$ cat src/rtl/serial_sub_pkg.sv
// Shared types and defaults for the bit-serial subtractor.
package serial_sub_pkg;

    localparam int unsigned DEF_WIDTH = 8;

    typedef enum logic [1:0] {
        IDLE = 2'd0,
        RUN  = 2'd1,
        DONE = 2'd2
    } state_t;

endpackage

$ cat src/rtl/full_sub_bit.sv
// One-bit full subtractor cell: d = a - b - bin, bo = borrow out.
module full_sub_bit (
    input  logic a,
    input  logic b,
    input  logic bin,
    output logic d,
    output logic bo
);

    // Difference and borrow equations of a 1-bit subtractor.
    always_comb begin
        d  = a ^ b ^ bin;
        bo = (~a & b) | (~(a ^ b) & bin);
    end

endmodule

$ cat src/rtl/serial_sub_ctrl.sv
// Bit-serial subtractor controller: computes a-b one bit per cycle, LSB first.
// Optional feature macro: SERIAL_SUB_FLAGS_EN adds a registered 'zero' flag output.
module serial_sub_ctrl
    import serial_sub_pkg::*;
#(
    parameter int unsigned WIDTH = DEF_WIDTH
) (
    input  logic             clk,
    input  logic             rst_n,
    input  logic             start,
    input  logic [WIDTH-1:0] a,
    input  logic [WIDTH-1:0] b,
    output logic             busy,
    output logic             done,
    output logic [WIDTH-1:0] diff,
`ifdef SERIAL_SUB_FLAGS_EN
    output logic             zero,
`endif
    output logic             bout
);

    localparam int unsigned CW = (WIDTH > 1) ? $clog2(WIDTH) : 1;

    state_t           state;
    state_t           next_state;
    logic             busy_nxt;
    logic             done_nxt;

    logic [WIDTH-1:0] a_sh;
    logic [WIDTH-1:0] b_sh;
    logic [WIDTH-1:0] res;
    logic [WIDTH-1:0] res_nxt;
    logic             brw;
    logic [CW-1:0]    cnt;
    logic             last_c;
    logic             accept_c;
    logic             cell_d;
    logic             cell_bo;

    full_sub_bit u_cell (
        .a   (a_sh[0]),
        .b   (b_sh[0]),
        .bin (brw),
        .d   (cell_d),
        .bo  (cell_bo)
    );

    // Control decodes shared by FSM and datapath.
    always_comb begin
        last_c   = (cnt == CW'(WIDTH - 1));
        accept_c = (state != RUN) && start;
        res_nxt  = {cell_d, res[WIDTH-1:1]};
    end

    // State and registered status flags.
    always_ff @(posedge clk or negedge rst_n) begin
        if (!rst_n) begin
            state <= IDLE;
            busy  <= 1'b0;
            done  <= 1'b0;
        end else begin
            state <= next_state;
            busy  <= busy_nxt;
            done  <= done_nxt;
        end
    end

    // Next-state logic; busy/done follow the state being entered.
    always_comb begin
        next_state = state;
        busy_nxt   = 1'b0;
        done_nxt   = 1'b0;
        case (state)
            IDLE:    if (start) next_state = RUN;
            RUN:     if (last_c) next_state = DONE;
            DONE:    next_state = start ? RUN : IDLE;
            default: next_state = IDLE;
        endcase
        busy_nxt = (next_state == RUN);
        done_nxt = (next_state == DONE);
    end

    // Operand capture, serial shift and final result load.
    always_ff @(posedge clk or negedge rst_n) begin
        if (!rst_n) begin
            a_sh <= '0;
            b_sh <= '0;
            res  <= '0;
            brw  <= 1'b0;
            cnt  <= '0;
            diff <= '0;
            bout <= 1'b0;
`ifdef SERIAL_SUB_FLAGS_EN
            zero <= 1'b0;
`endif
        end else if (accept_c) begin
            a_sh <= a;
            b_sh <= b;
            res  <= '0;
            brw  <= 1'b0;
            cnt  <= '0;
        end else if (state == RUN) begin
            a_sh <= a_sh >> 1;
            b_sh <= b_sh >> 1;
            res  <= res_nxt;
            brw  <= cell_bo;
            cnt  <= last_c ? '0 : CW'(cnt + CW'(1));
            if (last_c) begin
                diff <= res_nxt;
                bout <= cell_bo;
`ifdef SERIAL_SUB_FLAGS_EN
                zero <= (res_nxt == '0);
`endif
            end
        end
    end

endmodule

$ cat config.mk
export PLATFORM = sky130hd
export DESIGN_NAME = serial_sub_ctrl
export DESIGN_NICKNAME = d
export VERILOG_FILES = /design/src/rtl/serial_sub_pkg.sv /design/src/rtl/full_sub_bit.sv /design/src/rtl/serial_sub_ctrl.sv
export SDC_FILE = /design/constraint.sdc
export NUM_CORES = 1
export LEC_CHECK = 0
export BUFFER_PORTS_ARGS = -buffer_cell sky130_fd_sc_hd__buf_2
export CAP_MARGIN = 10
export CORE_MARGIN = 2
export CORE_UTILIZATION = 40
export CTS_CLUSTER_DIAMETER = 100
export DETAILED_ROUTE_END_ITERATION = 8
export MAX_ROUTING_LAYER = met4
export PLACE_DENSITY = 0.69
export SYNTH_ARGS = -nofsm -noshare
export SYNTH_HDL_FRONTEND = slang
export SYNTH_SLANG_ARGS = --single-unit
$ cat constraint.sdc
create_clock -name clk -period 1.5 [get_ports clk]
set_input_delay 0.3 -clock clk [delete_from_list [all_inputs] [get_ports clk]]
set_output_delay 0.3 -clock clk [all_outputs]
set_load 0.01 [all_outputs]
======== Yosys cells after proc, flatten, opt, wreduce, memory -nomap -nowiden ========
Index checks and enable logic that the tools add are counted.
storage, ports and cells
  register bits ........................... 41
  input port bits ......................... 19
  output and inout bits ................... 11
  logic and storage cells ................. 44
cells by class
  add/subtract/negate cells ............... 1
  equal/unequal tests ..................... 6
  mux-type cells .......................... 15
  bitwise operators ....................... 8
  reduce and logical (&&, ||, !) cells .... 4
operators by type and width
  kind                   count
  $mux W8                6
  $mux W3                3
  $pmux W2 S3            1
  $eq A2 B1 Y1 const B   2
  $eq A2 B2 Y1 const B   2
  $mux W2                2
  $add A3 B1 Y3 const B  1
  $eq A3 B3 Y1 const B   1
  $mux W1                3
  $not A1 Y1             3
  $reduce_and A3 Y1      1
  $and A1 B1 Y1          2
  $logic_not A2 Y1       1
  $ne A2 B1 Y1 const B   1
  $reduce_bool A2 Y1     1
  $xor A1 B1 Y1          2
  $logic_and A1 B1 Y1    1
  $or A1 B1 Y1           1

======== Depth between registers and ports, before layout ========
Gate-level depths: netlist of the first run.
  word-level depth ........................ 6
  depth in mapped cells ................... 5
  mapped depth without buffers ............ 4

======== Modules after synthesis ========
A second synthesis of the first run with hierarchy kept.
second synthesis, totals
  cells, all modules ...................... 125
  area, all modules ....................... 1914.3 µm²
by module, submodules not included
  module           instances  cells an instance  area an instance (µm²)  sequential area each (µm²)
  serial_sub_ctrl  1          121                1883.1                  1001.0
  full_sub_bit     1          4                  31.3                    0.0

======== Worst setup path after synthesis of the first run ========
No wires, ideal clock.
  path kind ............................... register -> register
  from .................................... register cnt[0]
  to ...................................... register bout
  library setup time ...................... 0.128 ns
  arrival ................................. 1.427 ns
  data required time ...................... 1.372 ns
  slack ................................... -0.055 ns
  stages on the path, launching flop included .. 6
  path buffers ............................ 1
  period minus slack after synthesis ...... 1.555 ns
  cell sequence ........................... dfrtp_1 -> ha_1 -> ha_1 -> nand3b_1 -> buf_2 -> mux2_1
between the ends
  cells in the longest elaborated chain, start to end .. 2
RTL lines
  element                             line                    text
  start: declaration                  serial_sub_ctrl.sv:34   logic [CW-1:0] cnt;
  start signal: assignment            serial_sub_ctrl.sv:107  cnt <= last_c ? '0 : CW'(cnt + CW'(1));
  $eq A3 B3 Y1                        serial_sub_ctrl.sv:50   last_c = (cnt == CW'(WIDTH - 1));
  $reduce_and A3 Y1 (no source line)  -
  end signal: assignment              serial_sub_ctrl.sv:110  bout <= cell_bo;
  end: declaration                    serial_sub_ctrl.sv:19   output logic bout
Every way passes these cells.
A chain may end at the register's enable or synchronous reset.

======== Worst setup path in the final report of the first run ========
  from .................................... register cnt[0]
  to ...................................... register diff[4]
between the ends
  cells in the longest elaborated chain, start to end .. 2
RTL lines
  element                             line                    text
  $eq A3 B3 Y1                        serial_sub_ctrl.sv:50
  $reduce_and A3 Y1 (no source line)  -
  end signal: assignment              serial_sub_ctrl.sv:109  diff <= res_nxt;
  end: declaration                    serial_sub_ctrl.sv:15   output logic [WIDTH-1:0] diff,
Every way passes these cells.

==> results of run 1 <==
-- where the power goes --
part / switching (mW) / internal (mW) / total (mW)
Combinational: 0.625 / 1.09 / 1.72
Sequential: 0.266 / 1.54 / 1.80
Clock: 0.374 / 0.494 / 0.868
Total: 1.26 / 3.12 / 4.39
-- area by class of cell --
cell class	instances	area, um2
Clock buffer	6	72.6
Inverter	5	18.8
Sequential cell	40	1000
Multi-Input combinational cell	71	818
Clock inverter	2	35.0
Timing Repair Buffer	39	245
Fill cell	413	2370
Tap cell	54	67.6
-- layer usage --
| layer | track usage (%) | up-vias | wire length, um |
|---|---|---|---|
| met5 | - | - | 0 |
| met3 | 3.87 | 9 | 122 |
| met2 | 21.6 | 22 | 1540 |
| li1 | - | 504 | - |
| met1 | 16.9 | 522 | 1380 |
| met4 | 6.79 | 0 | 76 |
-- critical path: stages (launching register included) --
cell                       delay (ns)
sky130_fd_sc_hd__dfrtp_1         0.39
sky130_fd_sc_hd__ha_2            0.19
sky130_fd_sc_hd__ha_2            0.17
sky130_fd_sc_hd__nand3b_1        0.12
sky130_fd_sc_hd__buf_12          0.15
sky130_fd_sc_hd__mux2_1          0.32
-- synthesized netlist by cell type, drive strengths merged --
| library cell | n |
|---|---|
| mux2 | 44 |
| dfrtp | 40 |
| nor2b | 9 |
| buf | 7 |
| inv | 5 |
| mux2i | 4 |
| a31o | 2 |
| ha | 2 |
| nand2b | 2 |
| nor2 | 2 |
| o22ai | 2 |
| fa | 1 |
| nand3b | 1 |
| nor4b | 1 |
| nor4bb | 1 |
-- per-stage QoR --
stage	hold WS (ns)	power, mW	setup TNS, ns
after detailed placement	0.395	3.51	-0.0225
after global routing	0.0955	4.69	-0.0244
after global placement	0.378	3.44	0
after CTS	0.0759	4.41	0
final	0.0515	4.39	0
after floorplan	0.00441	3.10	0
-- kinds of logic after synthesis --
family,after synthesis
and+or+nand+nor,16
DFF,40
buffers and inverters,12
AOI/OAI and AO/OA,4
adders and majority gates,3
muxes,48
-- final timing paths --
kind                          from  endpoint
max                         cnt[0]   diff[4]
min                          rst_n   b_sh[2]
max reg2reg                 cnt[0]   diff[4]
min reg2reg                diff[0]   diff[0]
max in group asynchronous    rst_n   diff[5]
min in group clk              a[7]   a_sh[7]
-- state kept, by name, summed over array words and instances, names as in the netlist --
name   cells
bout       1
brw        1
diff       8
done       1
cnt        3
a_sh       8
res        7
busy       1
state      2
b_sh       8
-- what timing repair did --
| action | CTS | global route |
|---|---|---|
| buffers inserted | 1 | 0 |
| endpoints found under the setup margin | 7 | 10 |
| hold buffers | 0 | 0 |
| resized for setup | 1 | 4 |
==> metrics.txt, run 1 <==
# TYPE chip_impl_metric gauge
chip_impl_metric{name="ys.warnings.count",unit=""} 0
chip_impl_metric{name="synth_fa_ha_area_share",unit="%"} 2.38
chip_impl_info{name="min_path_type",value="in2async"} 1
chip_impl_metric{name="r2r_setup_slack",unit="ns"} 0.05
chip_impl_metric{name="max_slew.worst_pin.slew",unit="ns"} 0.511
chip_impl_metric{name="clock-skew-final",unit="ns"} 0.00355
chip_impl_metric{name="grt_overflow_total",unit=""} 0
chip_impl_metric{name="finalSetupViolations",unit=""} 0
chip_impl_metric{name="arrival",unit="ns"} 1.63
chip_impl_metric{name="timing.final.crit_period",unit="ns"} 1.45
chip_impl_metric{name="num_io_pins",unit=""} 30
chip_impl_metric{name="hpwlAfterDp",unit="um"} 2140
chip_impl_metric{name="fp.dieArea",unit="um2"} 5300
chip_impl_metric{name="reg2regPathDepth",unit=""} 5
chip_impl_metric{name="placed_cells",unit=""} 208
chip_impl_metric{name="number_of_buffers_on_the_longest_clock_path",unit=""} 2
chip_impl_metric{name="preCtsSetupSlack",unit="ns"} -0.00817
chip_impl_metric{name="maxSlewHeadroom",unit="%"} 66.0
chip_impl_info{name="cell_type_with_the_highest_aggregate_area_in_the_netlist",value="sky130_fd_sc_hd__dfrtp_1"} 1
chip_impl_metric{name="core-area",unit="um2"} 4630
chip_impl_metric{name="weighted_congestion_at_the_end_of_routability_driven_global_placement",unit=""} 0.737
chip_impl_metric{name="max_vdd_drop",unit="V"} 0.000655
chip_impl_metric{name="postSynthNetCount",unit=""} 145
chip_impl_metric{name="final_cell_count_no_fill",unit=""} 217
chip_impl_metric{name="power.leakage",unit="nW"} 1.17
chip_impl_metric{name="finish.utilization",unit="%"} 48.8
chip_impl_metric{name="postRouteWirelength",unit="um"} 3120
chip_impl_info{name="worst_setup_path_end_kind",value="flop"} 1
chip_impl_info{name="timing.setup.critical_path_class",value="reg2reg"} 1
chip_impl_metric{name="post_synth_and_or_nand_nor_area_fraction",unit="%"} 5.42
chip_impl_info{name="grt_setup_unrepaired",value="yes"} 1
chip_impl_metric{name="initialDrtViolationCount",unit=""} 95
chip_impl_metric{name="antennaDiodeCount",unit=""} 0
chip_impl_info{name="ys_top_cells_by_area",value="sky130_fd_sc_hd__dfrtp_1 53%, sky130_fd_sc_hd__mux2_4 18%, sky130_fd_sc_hd__mux2_2 8.3%"} 1
chip_impl_metric{name="syn-instance-count",unit=""} 123
chip_impl_metric{name="area.growth.synth_to_final",unit="%"} 19.2
chip_impl_metric{name="synth_largest_type_area_fraction",unit="%"} 52.8
chip_impl_metric{name="final.period_utilization",unit="%"} 96.9
chip_impl_info{name="cts_tree",value="done"} 1
chip_impl_metric{name="synthesis.area_per_instance",unit="um2"} 15.4
chip_impl_info{name="most-common-layout-cells",value="40 x sky130_fd_sc_hd__dfrtp_1, 29 x sky130_fd_sc_hd__buf_2, 25 x sky130_fd_sc_hd__mux2_4"} 1
chip_impl_metric{name="powerDensity",unit="nW/um2"} 1940
chip_impl_metric{name="grt_pass1_wl",unit="um"} 5480
chip_impl_info{name="status",value="finished, final reports clean"} 1
chip_impl_metric{name="synth_compound_gate_area_share",unit="%"} 1.59
chip_impl_info{name="synth_top_family_by_area",value="multiplexers"} 1
chip_impl_metric{name="num_rows",unit=""} 25
chip_impl_metric{name="clk_lat_worst_skew",unit="ns"} 0.29
chip_impl_metric{name="antenna_violations_before_repair",unit=""} 0
chip_impl_metric{name="drt-vias-per-instance",unit=""} 4.87
chip_impl_metric{name="die_h",unit="um"} 72.8
chip_impl_metric{name="placement.io_buffers",unit=""} 29
chip_impl_metric{name="detailedRoute.firstPassIterationCount",unit=""} 4
chip_impl_metric{name="grt_pass1_vias",unit=""} 1192
chip_impl_metric{name="slew_viol_final",unit=""} 0
chip_impl_info{name="clk_root_buffer_cell",value="sky130_fd_sc_hd__clkbuf_8"} 1
chip_impl_info{name="final_common_cell",value="sky130_fd_sc_hd__dfrtp_1"} 1
chip_impl_metric{name="yosysSeqAreaShare",unit="%"} 52.8
chip_impl_metric{name="antenna_violating_nets_post_route",unit=""} 0
chip_impl_metric{name="htreeDepth",unit=""} 2
chip_impl_metric{name="finish.net_count",unit=""} 184
chip_impl_metric{name="numCtsBuffers",unit=""} 5
chip_impl_metric{name="maximum_capacitance_violations",unit=""} 0
chip_impl_metric{name="path_max_fanout",unit=""} 11
chip_impl_metric{name="clkTransAtPathRegs",unit="ns"} 0.08
chip_impl_metric{name="drive_gt1_share",unit="%"} 54.6
chip_impl_metric{name="crit_required",unit="ns"} 1.68
chip_impl_metric{name="finalInstanceArea",unit="um2"} 2260
chip_impl_metric{name="gr-usage-all-layers",unit="%"} 14.0
chip_impl_metric{name="drc_errors_left",unit=""} 0
chip_impl_metric{name="route.detailed.wl_per_inst",unit="um"} 14.4
chip_impl_metric{name="synth.cell_area",unit="um2"} 1890
chip_impl_metric{name="synth-seq-cells",unit=""} 40
chip_impl_metric{name="number_of_sinks_on_the_clock_net",unit=""} 40
chip_impl_metric{name="postLayoutSetupSlackWorst",unit="ns"} 0.0470
chip_impl_metric{name="final-hold-violation-count",unit=""} 0
chip_impl_metric{name="die_w",unit="um"} 72.8
chip_impl_info{name="setup.worst_path.start_class",value="flop"} 1
chip_impl_metric{name="synth.mux.area_fraction",unit="%"} 32.8
chip_impl_metric{name="overall_via_count_from_detail_route",unit=""} 1057
chip_impl_metric{name="grt_start_max_net_pins",unit=""} 41
chip_impl_metric{name="synthDistinctLibCells",unit=""} 19
chip_impl_metric{name="initial_utilization",unit="%"} 40.9
chip_impl_metric{name="dpl-instance-area",unit="um2"} 2120
chip_impl_metric{name="achievable-frequency",unit="MHz"} 688
chip_impl_metric{name="post_synth_xor_area_fraction",unit="%"} 0
Power figures use the tool's default switching activity.
==> inputs of run 2 (changes only) <==
--- a/config.mk
+++ b/config.mk
@@ -12,4 +12,5 @@
 export CTS_CLUSTER_DIAMETER = 100
 export DETAILED_ROUTE_END_ITERATION = 8
+export HOLD_SLACK_MARGIN = 0.06
 export MAX_ROUTING_LAYER = met4
 export PLACE_DENSITY = 0.69
==> constraint.sdc (replaced) <==
create_clock -name clk -period 1.5 [get_ports clk]
set_input_delay 0.075 -clock clk [delete_from_list [all_inputs] [get_ports clk]]
set_output_delay 0.075 -clock clk [all_outputs]
set_load 0.01 [all_outputs]
==> metrics.txt, run 2 (synthesis gave the netlist of run 1 again) <==
# TYPE chip_impl_metric gauge
chip_impl_info{name="worstSetupStartpoint",value="cnt[1]"} 1
chip_impl_metric{name="finalSetupViolations",unit=""} 0
chip_impl_metric{name="placement.io_buffers",unit=""} 29
chip_impl_metric{name="number_of_buffers_on_the_longest_clock_path",unit=""} 2
chip_impl_metric{name="crit_buf_inv",unit=""} 1
chip_impl_metric{name="clk_lat_worst_skew",unit="ns"} 0.29
chip_impl_metric{name="finish.net_count",unit=""} 186
chip_impl_info{name="setup.worst_path.start_class",value="flop"} 1
chip_impl_metric{name="preCtsSetupSlack",unit="ns"} -0.0229
chip_impl_metric{name="final.period_utilization",unit="%"} 98.2
chip_impl_metric{name="achievable-frequency",unit="MHz"} 679
chip_impl_info{name="r2r_start",value="cnt[1]"} 1
chip_impl_metric{name="antenna_violations_before_repair",unit=""} 0
chip_impl_metric{name="grt_pass1_vias",unit=""} 1147
chip_impl_info{name="clk_root_buffer_cell",value="sky130_fd_sc_hd__clkbuf_8"} 1
chip_impl_metric{name="initial_utilization",unit="%"} 40.9
chip_impl_metric{name="grt_overflow_total",unit=""} 0
chip_impl_metric{name="clock-skew-final",unit="ns"} 0.00138
chip_impl_metric{name="maxSlewHeadroom",unit="%"} 66.9
chip_impl_metric{name="route.detailed.wl_per_inst",unit="um"} 15.0
chip_impl_info{name="hold_start",value="b[2]"} 1
chip_impl_info{name="cts_tree",value="done"} 1
chip_impl_metric{name="num_rows",unit=""} 25
chip_impl_info{name="most-common-layout-cells",value="40 x sky130_fd_sc_hd__dfrtp_1, 29 x sky130_fd_sc_hd__buf_2, 26 x sky130_fd_sc_hd__mux2_4"} 1
chip_impl_info{name="grt_setup_unrepaired",value="yes"} 1
chip_impl_info{name="worst_setup_path_end_kind",value="flop"} 1
chip_impl_metric{name="grt_pass1_wl",unit="um"} 5440
chip_impl_info{name="worstPathCellList",value="ha_2, ha_2, nand3b_1, buf_12, mux2_1"} 1
chip_impl_metric{name="cpPeakStageDelay",unit="ns"} 0.40
chip_impl_metric{name="grt_start_max_net_pins",unit=""} 41
chip_impl_metric{name="max_vdd_drop",unit="V"} 0.000760
chip_impl_metric{name="die_h",unit="um"} 72.8
chip_impl_metric{name="area.growth.synth_to_final",unit="%"} 19.8
chip_impl_metric{name="overall_via_count_from_detail_route",unit=""} 1063
chip_impl_metric{name="fp.dieArea",unit="um2"} 5300
chip_impl_info{name="timing.critical_path.slowest_stage_cell",value="sky130_fd_sc_hd__dfrtp_1"} 1
chip_impl_metric{name="core-area",unit="um2"} 4630
chip_impl_metric{name="postLayoutSetupSlackWorst",unit="ns"} 0.0275
chip_impl_metric{name="final_cell_count_no_fill",unit=""} 219
chip_impl_metric{name="crit_required",unit="ns"} 1.67
chip_impl_metric{name="detailedRoute.firstPassIterationCount",unit=""} 2
chip_impl_info{name="final_common_cell",value="sky130_fd_sc_hd__dfrtp_1"} 1
chip_impl_info{name="timing.setup.critical_path_class",value="reg2reg"} 1
chip_impl_metric{name="minimum_hold_slack",unit="ns"} 0.139
chip_impl_info{name="top_regs",value="a_sh x8, b_sh x8, diff x8"} 1
chip_impl_metric{name="drt-vias-per-instance",unit=""} 4.85
chip_impl_metric{name="placed_cells",unit=""} 207
chip_impl_info{name="cpLargestDelayFamily",value="flip-flops"} 1
chip_impl_metric{name="arrival",unit="ns"} 1.65
chip_impl_metric{name="dpl-instance-area",unit="um2"} 2120
chip_impl_metric{name="weighted_congestion_at_the_end_of_routability_driven_global_placement",unit=""} 0.740
chip_impl_metric{name="numCtsBuffers",unit=""} 5
chip_impl_metric{name="fillCellCount",unit=""} 424
chip_impl_metric{name="power.leakage",unit="nW"} 1.17
chip_impl_metric{name="maximum_capacitance_violations",unit=""} 0
chip_impl_metric{name="finalInstanceArea",unit="um2"} 2270
chip_impl_info{name="min_path_type",value="in2reg"} 1
chip_impl_metric{name="htreeDepth",unit=""} 2
chip_impl_metric{name="timing.final.crit_period",unit="ns"} 1.47
chip_impl_metric{name="path_max_fanout",unit=""} 11
chip_impl_metric{name="powerDensity",unit="nW/um2"} 1910
chip_impl_metric{name="number_of_sinks_on_the_clock_net",unit=""} 40
chip_impl_metric{name="initialDrtViolationCount",unit=""} 32
chip_impl_metric{name="antenna_violating_nets_post_route",unit=""} 0
chip_impl_metric{name="drive_gt1_share",unit="%"} 54.5
chip_impl_metric{name="final-hold-violation-count",unit=""} 0
chip_impl_metric{name="hpwlAfterDp",unit="um"} 2160
chip_impl_metric{name="clkTransAtPathRegs",unit="ns"} 0.07
chip_impl_info{name="status",value="finished, final reports clean"} 1
chip_impl_metric{name="drc_errors_left",unit=""} 0
chip_impl_metric{name="antennaDiodeCount",unit=""} 0
chip_impl_metric{name="max_slew.worst_pin.slew",unit="ns"} 0.497
chip_impl_metric{name="postRouteWirelength",unit="um"} 3290
chip_impl_metric{name="gr-usage-all-layers",unit="%"} 14.1
chip_impl_metric{name="die_w",unit="um"} 72.8
chip_impl_metric{name="num_io_pins",unit=""} 30
chip_impl_info{name="path_common_cell",value="sky130_fd_sc_hd__ha_2"} 1
chip_impl_metric{name="slew_viol_final",unit=""} 0
## run 2: cell types whose count changed in the layout (fill, tap and decap cells not counted), sizes merged
cell	previous run	this run
buf	39	38
bufinv	1	0
clkinv	1	2
dlygate4sd3	0	3
## run 2: area by class of cell
class	instances	area, um2	area share, %
well taps	54	67.6	2.98
clock inverters	2	10.0	0.441
inverters	5	18.8	0.827
multi-input cells	71	822	36.2
flip-flops and latches	40	1000	44.1
clock buffers	6	82.6	3.64
repair buffers	41	268	11.8
## run 2: routing by layer
metal	wire (um)	track usage, %	share of wire, %
met1	1440	16.4	44
met3	160	5.52	4.9
met4	50	6.38	1.5
met5	0	-	0
met2	1640	21.6	50
## run 2: tightest hold or removal path, stage by stage
cell and delay (ns):
sky130_fd_sc_hd__buf_2 0.07, sky130_fd_sc_hd__mux2_2 0.13, sky130_fd_sc_hd__mux2_4 0.13
## run 2: timing repair
| item | 4_1_cts | 5_1_grt |
|---|---|---|
| hold buffers | 3 | 0 |
| buffers inserted | 1 | 0 |
| gates resized for setup | 4 | 2 |
| endpoints found under the hold margin | 42 | 0 |
| setup endpoints to repair | 8 | 8 |
| cloned | 0 | 0 |
## run 2: worst paths after layout
check / endpoint / slack (ns) / cells after the start
setup reg to reg: diff[6] / 0.03 / 5
hold reg to reg: diff[0] / 0.49 / 1
min in group asynchronous: b_sh[6] / 0.37 / 3
setup / recovery: diff[6] / 0.03 / 5
hold / removal: b_sh[2] / 0.14 / 3
max in group asynchronous: diff[2] / 0.79 / 3
## run 2: power breakdown
| part | internal (mW) | total [mW] | switching, mW |
|---|---|---|---|
| Clock | 0.367 | 0.733 | 0.366 |
| Combinational | 1.12 | 1.78 | 0.664 |
| Sequential | 1.54 | 1.81 | 0.279 |
| Total | 3.02 | 4.33 | 1.31 |
## run 2: through the flow
stage	utilization [%]	power, mW	TNS, ns
after floorplan	-	3.10	0
final	49.0	4.33	0
after detailed placement	45.7	3.55	-0.0870
after global placement	45.7	3.46	0
after CTS	48.9	4.37	0
after global routing	49.0	4.60	-0.0787
==> inputs of run 3 (changes only) <==
RECOVER_POWER = 100   (was default)
==> metrics.txt, run 3 (synthesis gave the netlist of run 1 again) <==
# TYPE chip_impl_metric gauge
chip_impl_metric{name="power.clock.fraction",unit="%"} 17.0
chip_impl_metric{name="clkTransAtPathRegs",unit="ns"} 0.07
chip_impl_info{name="rr_endpoint",value="diff[6]"} 1
chip_impl_metric{name="cpPeakStageDelay",unit="ns"} 0.40
chip_impl_metric{name="postRouteWirelength",unit="um"} 3300
chip_impl_info{name="timing.critical_path.slowest_stage_cell",value="sky130_fd_sc_hd__dfrtp_1"} 1
chip_impl_metric{name="die_w",unit="um"} 72.8
chip_impl_metric{name="num_rows",unit=""} 25
chip_impl_info{name="cpLargestDelayFamily",value="flip-flops"} 1
chip_impl_metric{name="placement.io_buffers",unit=""} 29
chip_impl_metric{name="clock-skew-final",unit="ns"} 0.00131
chip_impl_info{name="final_common_cell",value="sky130_fd_sc_hd__dfrtp_1"} 1
chip_impl_metric{name="comb_power_share",unit="%"} 40.8
chip_impl_metric{name="num_io_pins",unit=""} 30
chip_impl_metric{name="power.share.switching",unit="%"} 30.5
chip_impl_metric{name="die_h",unit="um"} 72.8
chip_impl_metric{name="hold_depth",unit=""} 3
chip_impl_metric{name="postLayoutSetupSlackWorst",unit="ns"} 0.0257
chip_impl_metric{name="initialDrtViolationCount",unit=""} 33
chip_impl_info{name="r2r_start",value="cnt[1]"} 1
chip_impl_info{name="timing.setup.critical_path_class",value="reg2reg"} 1
chip_impl_metric{name="crit_required",unit="ns"} 1.67
chip_impl_metric{name="grt_pass1_vias",unit=""} 1147
chip_impl_metric{name="htreeDepth",unit=""} 2
chip_impl_metric{name="r2r_setup_slack",unit="ns"} 0.03
chip_impl_metric{name="power.leakage",unit="nW"} 1.14
chip_impl_metric{name="hpwlAfterDp",unit="um"} 2160
chip_impl_info{name="top_regs",value="a_sh x8, b_sh x8, diff x8"} 1
chip_impl_metric{name="grt_pass1_wl",unit="um"} 5440
chip_impl_info{name="worstPathCellList",value="ha_2, ha_2, nand3b_1, buf_12, mux2_1"} 1
chip_impl_metric{name="maxSlewHeadroom",unit="%"} 35.0
chip_impl_metric{name="grt_start_max_net_pins",unit=""} 41
chip_impl_metric{name="core-area",unit="um2"} 4630
chip_impl_metric{name="fillCellCount",unit=""} 427
chip_impl_metric{name="net_switching",unit="mW"} 1.31
chip_impl_info{name="status",value="finished, final reports clean"} 1
chip_impl_info{name="setup.worst_path.start_class",value="flop"} 1
chip_impl_info{name="most-common-layout-cells",value="40 x sky130_fd_sc_hd__dfrtp_1, 26 x sky130_fd_sc_hd__mux2_4, 19 x sky130_fd_sc_hd__buf_2"} 1
chip_impl_info{name="worstSetupStartpoint",value="cnt[1]"} 1
chip_impl_info{name="cts_tree",value="done"} 1
chip_impl_metric{name="path_max_fanout",unit=""} 11
chip_impl_metric{name="arrival",unit="ns"} 1.65
chip_impl_metric{name="antenna_violating_nets_post_route",unit=""} 0
chip_impl_metric{name="seqCellArea",unit="um2"} 1000
chip_impl_metric{name="reg2regPathDepth",unit=""} 5
chip_impl_metric{name="route.detailed.wl_per_inst",unit="um"} 15.1
chip_impl_metric{name="sequentialPowerShare",unit="%"} 42.2
chip_impl_metric{name="preCtsSetupSlack",unit="ns"} -0.0229
chip_impl_metric{name="antennaDiodeCount",unit=""} 0
chip_impl_metric{name="drt-vias-per-instance",unit=""} 4.90
chip_impl_info{name="worst_setup_path_end_kind",value="flop"} 1
chip_impl_metric{name="drive_gt1_share",unit="%"} 48.5
chip_impl_metric{name="maximum_capacitance_violations",unit=""} 0
chip_impl_metric{name="slew_viol_final",unit=""} 0
chip_impl_info{name="crit_end",value="diff[6]"} 1
chip_impl_metric{name="finalInstanceArea",unit="um2"} 2250
chip_impl_metric{name="crit_buf_inv",unit=""} 1
chip_impl_info{name="grt_setup_unrepaired",value="yes"} 1
chip_impl_metric{name="overall_via_count_from_detail_route",unit=""} 1073
chip_impl_metric{name="achievable-frequency",unit="MHz"} 678
chip_impl_metric{name="dpl-instance-area",unit="um2"} 2120
chip_impl_metric{name="powerDensity",unit="nW/um2"} 1910
chip_impl_metric{name="final.period_utilization",unit="%"} 98.3
chip_impl_metric{name="finish.net_count",unit=""} 186
chip_impl_metric{name="numCtsBuffers",unit=""} 5
chip_impl_metric{name="area.growth.synth_to_final",unit="%"} 19.0
chip_impl_metric{name="final-hold-violation-count",unit=""} 0
chip_impl_metric{name="initial_utilization",unit="%"} 40.9
chip_impl_metric{name="gr-usage-all-layers",unit="%"} 14.1
chip_impl_metric{name="finalSetupViolations",unit=""} 0
chip_impl_metric{name="max_slew.worst_pin.slew",unit="ns"} 0.975
chip_impl_metric{name="number_of_sinks_on_the_clock_net",unit=""} 40
chip_impl_info{name="min_path_type",value="in2reg"} 1
chip_impl_metric{name="clk_lat_worst_skew",unit="ns"} 0.29
chip_impl_metric{name="p_int",unit="mW"} 2.99
chip_impl_metric{name="detailedRoute.firstPassIterationCount",unit=""} 2
chip_impl_metric{name="drc_errors_left",unit=""} 0
chip_impl_info{name="clk_root_buffer_cell",value="sky130_fd_sc_hd__clkbuf_8"} 1
chip_impl_metric{name="timing.final.crit_period",unit="ns"} 1.47
chip_impl_metric{name="antenna_violations_before_repair",unit=""} 0
chip_impl_metric{name="number_of_buffers_on_the_longest_clock_path",unit=""} 2
chip_impl_metric{name="grt_overflow_total",unit=""} 0
chip_impl_metric{name="weighted_congestion_at_the_end_of_routability_driven_global_placement",unit=""} 0.740
chip_impl_metric{name="multi_input_area",unit="um2"} 822
chip_impl_info{name="path_common_cell",value="sky130_fd_sc_hd__ha_2"} 1
chip_impl_metric{name="cp_num_cells",unit=""} 5
chip_impl_metric{name="max_vdd_drop",unit="V"} 0.000760
chip_impl_metric{name="fp.dieArea",unit="um2"} 5300
==> run 3: cell count changes in the layout (fill, tap and decap cells not counted) <==
cell | previous run | this run
sky130_fd_sc_hd__clkbuf_1 | 0 | 10
sky130_fd_sc_hd__buf_2 | 29 | 19
sky130_fd_sc_hd__buf_4 | 7 | 6
sky130_fd_sc_hd__clkbuf_2 | 0 | 1
==> run 3: power groups by stage <==
| stage | Clock [mW] | Combinational, mW | Sequential [mW] |
|---|---|---|---|
| finish | 0.734 | 1.76 | 1.82 |
| global route | 0.807 | 1.89 | 1.88 |
| CTS | 0.758 | 1.79 | 1.82 |
| detailed placement | 0 | 1.73 | 1.82 |
| global placement | 0 | 1.66 | 1.80 |
| floorplan | 0 | 1.29 | 1.81 |
==> run 3: routing by layer <==
| metal | vias up | share of wire (%) | track usage [%] |
|---|---|---|---|
| met3 | 6 | 5.0 | 5.52 |
| met2 | 20 | 50 | 21.6 |
| met1 | 541 | 44 | 16.4 |
| met4 | 0 | 1.5 | 6.38 |
| met5 | - | 0 | - |
| li1 | 506 | - | - |
==> run 3: area by class of cell <==
class / instances / share of cell area (%)
Clock buffer: 6 / 3.66
Clock inverter: 2 / 0.444
Inverter: 5 / 0.832
Multi-Input combinational cell: 71 / 36.5
Sequential cell: 40 / 44.4
Tap cell: 54 / 3.00
Timing Repair Buffer: 41 / 11.2
==> run 3: stage by stage <==
stage          hold slack (ns)  TNS (ns)  util, %  instances  power, mW
5_1_grt                  0.139   -0.0788     48.7        219       4.58
3_5_place_dp             0.170   -0.0870     45.7        207       3.55
2_1_floorplan           -0.221         0        -        123       3.10
3_3_place_gp             0.150         0     45.7        207       3.46
4_1_cts                  0.133         0     48.9        219       4.37
6_report                 0.139         0     48.7        219       4.31
==> run 3: worst register-to-register path, stage by stage, from the launching register on <==
cell and delay, ns:
sky130_fd_sc_hd__dfrtp_1 0.40, sky130_fd_sc_hd__ha_2 0.18, sky130_fd_sc_hd__ha_2 0.17, sky130_fd_sc_hd__nand3b_1 0.12
sky130_fd_sc_hd__buf_12 0.15, sky130_fd_sc_hd__mux2_1 0.33
==> run 3: how the worst min path moves through the flow <==
stage           from       to  slack [ns]
2_1_floorplan  rst_n  a_sh[0]       -0.22
3_3_place_gp   rst_n  b_sh[4]        0.15
3_5_place_dp   rst_n  b_sh[4]        0.17
4_1_cts         b[2]  b_sh[2]        0.13
5_1_grt         b[6]  b_sh[6]        0.14
6_report        b[2]  b_sh[2]        0.14
==> run 3: timing repair <==
| item | CTS | global route |
|---|---|---|
| endpoints found under the setup margin | 8 | 8 |
| pin swaps | 0 | 0 |
| gates resized for setup | 4 | 2 |
| hold buffers | 3 | 0 |
| buffers inserted | 1 | 0 |
| cloned | 0 | 0 |
| hold endpoints to repair | 42 | 0 |
